### src/rtl/cross_bar_pkg.sv
// cross_bar_pkg: shared cross bar sizes, id types and request packet layout
package cross_bar_pkg;
    localparam int NUM_CH   = 3;
    localparam int NUM_BANK = 4;
    localparam int ENTRY_W  = 3;
    localparam int REQ_W    = 64;
    typedef logic [1:0]         ch_id_t;
    typedef logic [ENTRY_W-1:0] entry_id_t;
    typedef struct packed {
        ch_id_t           ch;
        entry_id_t        entry;
        logic [REQ_W-1:0] data;
    } req_pkt_t;
endpackage

### src/rtl/cross_bar_rr_arb.sv
// cross_bar_rr_arb: combinational rotating-priority arbiter, search starts after the last winner
module cross_bar_rr_arb
    import cross_bar_pkg::*;
#(
    parameter int N = cross_bar_pkg::NUM_CH
) (
    input  logic [N-1:0] req_i,
    input  ch_id_t       last_i,
    output logic [N-1:0] gnt_o,
    output ch_id_t       id_o,
    output logic         any_o
);
    logic   found;
    ch_id_t idx;
    always_comb begin
        gnt_o = '0;
        id_o  = '0;
        found = 1'b0;
        idx   = '0;
        for (int k = 1; k <= N; k++) begin
            idx = ch_id_t'((int'(last_i) + k) % N);
            if (!found && req_i[idx]) begin
                found      = 1'b1;
                gnt_o[idx] = 1'b1;
                id_o       = idx;
            end
        end
    end
    assign any_o = |req_i;
endmodule

### src/rtl/cross_bar_bank_port.sv
// cross_bar_bank_port: per-bank round-robin request issue with credit limit and response return path
module cross_bar_bank_port
    import cross_bar_pkg::*;
#(
    parameter int NUM_CH    = cross_bar_pkg::NUM_CH,
    parameter int ENTRY_W   = cross_bar_pkg::ENTRY_W,
    parameter int REQ_W     = 64,
    parameter int RESP_W    = 64,
    parameter int MAX_OUTST = 4
) (
    input  logic                             clk_i,
    input  logic                             rstn_i,
    input  logic [NUM_CH-1:0]                ch_req_valid_i,
    input  logic [NUM_CH-1:0][ENTRY_W-1:0]   ch_req_entry_i,
    input  logic [NUM_CH-1:0][REQ_W-1:0]     ch_req_data_i,
    output logic [NUM_CH-1:0]                ch_req_grant_o,
    output logic                             bank_req_valid_o,
    input  logic                             bank_req_ready_i,
    output logic [1:0]                       bank_req_ch_o,
    output logic [ENTRY_W-1:0]               bank_req_entry_o,
    output logic [REQ_W-1:0]                 bank_req_data_o,
    input  logic                             bank_resp_valid_i,
    output logic                             bank_resp_ready_o,
    input  logic [1:0]                       bank_resp_ch_i,
    input  logic [RESP_W-1:0]                bank_resp_data_i,
    output logic [NUM_CH-1:0]                ch_resp_valid_o,
    input  logic [NUM_CH-1:0]                ch_resp_ready_i,
    output logic [RESP_W-1:0]                ch_resp_data_o
);
    localparam int            CW      = $clog2(MAX_OUTST + 1);
    localparam logic [CW-1:0] MAX_C   = CW'(MAX_OUTST);
    localparam ch_id_t        LAST_CH = ch_id_t'(NUM_CH - 1);

    logic               req_v_q, req_v_d;
    ch_id_t             req_ch_q, req_ch_d;
    logic [ENTRY_W-1:0] req_entry_q, req_entry_d;
    logic [REQ_W-1:0]   req_data_q, req_data_d;
    ch_id_t             last_q, last_d;
    logic [CW-1:0]      inflight_q, inflight_d;
    logic               resp_v_q, resp_v_d;
    ch_id_t             resp_ch_q, resp_ch_d;
    logic [RESP_W-1:0]  resp_data_q, resp_data_d;
    logic [NUM_CH-1:0]  arb_gnt;
    ch_id_t             win_id;
    logic               any_req, bank_fire, can_load, resp_hs, resp_cap;

    cross_bar_rr_arb #(.N(NUM_CH)) u_arb (
        .req_i  (ch_req_valid_i),
        .last_i (last_q),
        .gnt_o  (arb_gnt),
        .id_o   (win_id),
        .any_o  (any_req)
    );

    // grant is gated by reset so channels holding valid through reset see no capture
    assign bank_fire         = req_v_q & bank_req_ready_i;
    assign can_load          = rstn_i & (~req_v_q | bank_fire) & (inflight_q < MAX_C) & any_req;
    assign ch_req_grant_o    = can_load ? arb_gnt : '0;
    assign ch_resp_valid_o   = resp_v_q ? (NUM_CH'(1) << resp_ch_q) : '0;
    assign resp_hs           = |(ch_resp_valid_o & ch_resp_ready_i);
    assign bank_resp_ready_o = ~resp_v_q | resp_hs;
    assign resp_cap          = bank_resp_valid_i & bank_resp_ready_o;

    always_comb begin
        req_v_d     = can_load | (req_v_q & ~bank_fire);
        req_ch_d    = can_load ? win_id : req_ch_q;
        req_entry_d = can_load ? ch_req_entry_i[win_id] : req_entry_q;
        req_data_d  = can_load ? ch_req_data_i[win_id] : req_data_q;
        last_d      = can_load ? win_id : last_q;
        inflight_d  = (can_load && !resp_hs) ? inflight_q + CW'(1) :
                      (!can_load && resp_hs) ? inflight_q - CW'(1) : inflight_q;
        resp_v_d    = resp_cap | (resp_v_q & ~resp_hs);
        resp_ch_d   = resp_cap ? bank_resp_ch_i : resp_ch_q;
        resp_data_d = resp_cap ? bank_resp_data_i : resp_data_q;
    end

    always_ff @(posedge clk_i or negedge rstn_i) begin
        if (!rstn_i) begin
            req_v_q     <= 1'b0;
            req_ch_q    <= '0;
            req_entry_q <= '0;
            req_data_q  <= '0;
            last_q      <= LAST_CH;
            inflight_q  <= '0;
            resp_v_q    <= 1'b0;
            resp_ch_q   <= '0;
            resp_data_q <= '0;
        end else begin
            req_v_q     <= req_v_d;
            req_ch_q    <= req_ch_d;
            req_entry_q <= req_entry_d;
            req_data_q  <= req_data_d;
            last_q      <= last_d;
            inflight_q  <= inflight_d;
            resp_v_q    <= resp_v_d;
            resp_ch_q   <= resp_ch_d;
            resp_data_q <= resp_data_d;
        end
    end

    assign bank_req_valid_o = req_v_q;
    assign bank_req_ch_o    = req_ch_q;
    assign bank_req_entry_o = req_entry_q;
    assign bank_req_data_o  = req_data_q;
    assign ch_resp_data_o   = resp_data_q;

    a_resp_ch: assert property (@(posedge clk_i) disable iff (!rstn_i)
        bank_resp_valid_i |-> bank_resp_ch_i <= LAST_CH);
    a_resp_credit: assert property (@(posedge clk_i) disable iff (!rstn_i)
        bank_resp_valid_i |-> inflight_q != '0);
    a_req_hold: assert property (@(posedge clk_i) disable iff (!rstn_i)
        req_v_q && !bank_req_ready_i |=> req_v_q);
endmodule

### config.mk
export PLATFORM = sky130hd
export DESIGN_NAME = cross_bar_bank_port
export DESIGN_NICKNAME = d
export VERILOG_FILES = /design/src/rtl/cross_bar_pkg.sv /design/src/rtl/cross_bar_rr_arb.sv /design/src/rtl/cross_bar_bank_port.sv
export SDC_FILE = /design/constraint.sdc
export NUM_CORES = 1
export LEC_CHECK = 0
export CAP_MARGIN = 20
export CELL_PAD_IN_SITES_DETAIL_PLACEMENT = 2
export CELL_PAD_IN_SITES_GLOBAL_PLACEMENT = 2
export CORE_MARGIN = 2
export CORE_UTILIZATION = 21
export CTS_CLUSTER_SIZE = 25
export DETAILED_ROUTE_END_ITERATION = 16
export PLACE_DENSITY = 0.85
export RECOVER_POWER = 25
export SLEW_MARGIN = 40
export SYNTH_ARGS = -nofsm -noshare
export SYNTH_HDL_FRONTEND = slang
export SYNTH_SLANG_ARGS = --single-unit
### constraint.sdc
create_clock -name clk_i -period 3.17 [get_ports clk_i]
set_clock_uncertainty 0.2 [all_clocks]
set_input_delay 0.4755 -clock clk_i [delete_from_list [all_inputs] [get_ports clk_i]]
set_output_delay 0.4755 -clock clk_i [all_outputs]
set_load 0.02 [all_outputs]
==> impl_metrics.py <==
metrics = {
    "timing": {
        "rsz0062_at_grt": "false",
        "relSlewSlack": 0.1812,
        "fin_crit_sh": 0.9437,
        "hold_viol_final": 0,
        "finalSetupViolCount": 0,
        "fin_tns_setup_ns": 0,
        "fin_ws_ns": 0.1786,
        "post-route-min-period_ns": 2.991,
        "max_freq_mhz": 334.3,
        "report.final.slew_viol_count": 0,
        "worst_pin_slew_ns": 1.228,
    },
    "clock_tree": {
        "root_buffer": "clkbuf_16",
        "clkTransAtPathRegs_ns": 0.07,
        "clock-sinks": 141,
        "clkLatencyLatePin_ns": 0.42,
        "clockBufferDepth": 2,
        "htree_levels": 4,
        "cts_buffers": 17,
        "cts_tree": "done",
    },
    "synth": {
        "synth_xor_area_frac": 0.003882,
        "yosysSeqAreaShare": 0.5214,
        "synth_ff_type": "dfrtp_1",
        "synth-compound-area-share": 0.1048,
        "synth-simple-area-share": 0.07061,
        "synth-async-reset-ratio": 1.000,
        "ys_types": 38,
        "synth-edff-count": 0,
        "syn-cell-area_um2": 6769,
        "yosys.area_share.adder": 0.01386,
        "synth_top_family_by_area": "multiplexers",
        "synth_nets": 880,
        "syn_inst": 597,
        "ys_seq_elements": 141,
        "yosysWarnings": 0,
        "synthMuxAreaShare": 0.2135,
        "synth_area_per_cell_um2": 11.34,
    },
    "worst_hold_path": {
        "holdCritPathClass": "reg2reg",
        "hp-start": "bank_req_ch_o[1]",
    },
    "layout": {
        "multi_input_area_um2": 2824,
        "drive_above_1_share": 0.1419,
        "final_common_cell": "clkdlybuf4s50_1",
        "num-fill-cells": 3324,
        "layout_common_cells": "clkdlybuf4s50_1, dfrtp_1, nand2_1",
        "insertedDiodeCount": 0,
        "fin_util": 0.3855,
        "final_nets": 1306,
        "ff_latch_area_um2": 3531,
        "syn2layout_area_growth_pct": 80.17,
    },
    "global_route": {
        "track_usage": 0.1737,
        "grt_pass1_wl_um": 44330,
        "grt_pass1_vias": 7582,
        "grt_antenna_before_repair": 0,
        "gr-total-overflow": 0,
        "grt_max_degree": 142,
    },
    "route": {
        "wire_per_inst_um": 20.52,
        "route.met2.wl_um": 15470,
        "wl_met1_um": 10840,
        "top_layer": "met4",
        "totalWireLength_um": 29500,
        "drt-pass1-iter-count": 4,
        "routed_via_density": 4.498,
        "ant_nets": 0,
        "drc_errors": 0,
        "dr_wl_met3_um": 2719,
        "first_iter_violations": 211,
        "via_count": 6468,
    },
    "place": {
        "post-place-ws_ns": -0.2077,
        "portBuffers": 417,
        "gp_congestion": 0.7781,
        "hpwlAfterDp_um": 22680,
    },
    "setup_path": {
        "arrival_ns": 2.32,
        "endpoint_kind": "output pin",
        "critPathRequiredTime_ns": 2.49,
        "r2r-start": "bank_req_ch_o[0]",
        "cp_max_fo": 10,
        "crit_type": "reg2out",
        "cp-start-kind": "flop",
        "startpoint": "last_q[1]",
    },
    "status": {
        "outcome": "finished, final reports clean",
    },
    "die": {
        "num_rows": 65,
        "die_area_um2": 33690,
        "io_pins": 418,
        "die_w_um": 183.5,
        "initial_utilization": 0.2140,
        "core-area_um2": 31640,
        "die_h_um": 183.5,
    },
    "power": {
        "power_uw": 11660,
        "powerDensity_nw_per_um2": 956.4,
        "p_leak_uw": 0.005430,
        "peakVddDrop_mv": 0.4629,
    },
    "run": {
        "drv_cap": 0,
    },
}
[worst paths after layout]
| path | slack [ns] | endpoint | cells after the start |
|---|---|---|---|
| worst max-delay path | 0.18 | ch_req_grant_o[1] | 8 |
| worst min-delay path | 0.28 | bank_req_ch_o[1] | 2 |
| worst max register to register | 0.51 | bank_req_data_o[31] | 9 |
| worst min register to register | 0.28 | bank_req_ch_o[1] | 2 |
| max in group asynchronous | 0.39 | bank_req_data_o[2] | 4 |
| min in group asynchronous | 0.81 | bank_req_data_o[27] | 3 |
[repair_timing]
action                                  4_1_cts  5_1_grt
hold buffers                                  0        1
hold endpoints to repair                      0       43
cloned                                        0        0
endpoints found under the setup margin        3        3
buffers inserted                              1        0
resized for setup                            12       10
pin swaps                                     0        2
[cells in the mapped netlist, types with 4 or more instances]
cell      instances  area share
buf_2             8      0.0059
mux2_2           67        0.11
o21ai_0           9      0.0067
dfrtp_1         140        0.52
clkbuf_1         23       0.013
o221ai_1         67       0.087
a21oi_1           6      0.0044
inv_1            73       0.040
ha_1              5      0.0092
nand2_1          79       0.044
nor2_1            4      0.0022
mux2i_1          69        0.10
buf_4             5      0.0055
[through the flow]
step	std cells	hold slack, ns	instance area (um2)
floorplan	597	-0.02009	6769
global placement	1403	0.2622	11580
detailed placement	1403	0.2714	11580
CTS	1436	0.01612	12170
global route	1438	0.3147	12200
finish	1438	0.2838	12200
[flip-flops by register name, indices dropped and copies added, names as in the netlist]
register,cells
ch_resp_data_o,64
bank_req_data_o,64
inflight_q,3
resp_ch_q,2
bank_req_ch_o,2
bank_req_entry_o,3
last_q,1
bank_req_valid_o,1
resp_v_q,1
[final cells by class]
type                    instances  share of cell area
multi-input cells             340              0.2316
repair buffers                449              0.3677
well taps                     402             0.04124
clock buffers                  17             0.03488
clock inverters                15             0.01231
flip-flops and latches        141              0.2895
inverters                      74             0.02278
[power breakdown]
| group | switching, uW | internal (uW) | leakage, uW |
|---|---|---|---|
| registers | 530 | 2700 | 0.00170 |
| clock network | 912 | 1110 | 0.000276 |
| logic | 3240 | 3170 | 0.00346 |
[layer usage]
| layer | up-vias | GRT usage |
|---|---|---|
| li1 | 2954 | - |
| met1 | 3222 | 0.1801 |
| met2 | 268 | 0.3238 |
| met3 | 24 | 0.06993 |
| met4 | 0 | 0.04416 |
| met5 | - | 0 |
[cells by family after synthesis]
kind of cell,Yosys count
AO/OA/AOI/OAI,88
XOR/XNOR,3
adder cells (fa/ha/maj),7
buffers and inverters,116
flip-flops,141
multiplexers,136
AND/OR/NAND/NOR,106
[worst max-delay path, stage by stage (launching register included)]
cell and delay [ns]:
dfstp_2 0.55, inv_1 0.09, ha_4 0.22, inv_1 0.09, a21oi_1 0.07, nor4b_1 0.32
o22ai_1 0.16, a21oi_1 0.19, buf_2 0.20
(Power assumes the default switching activity.)
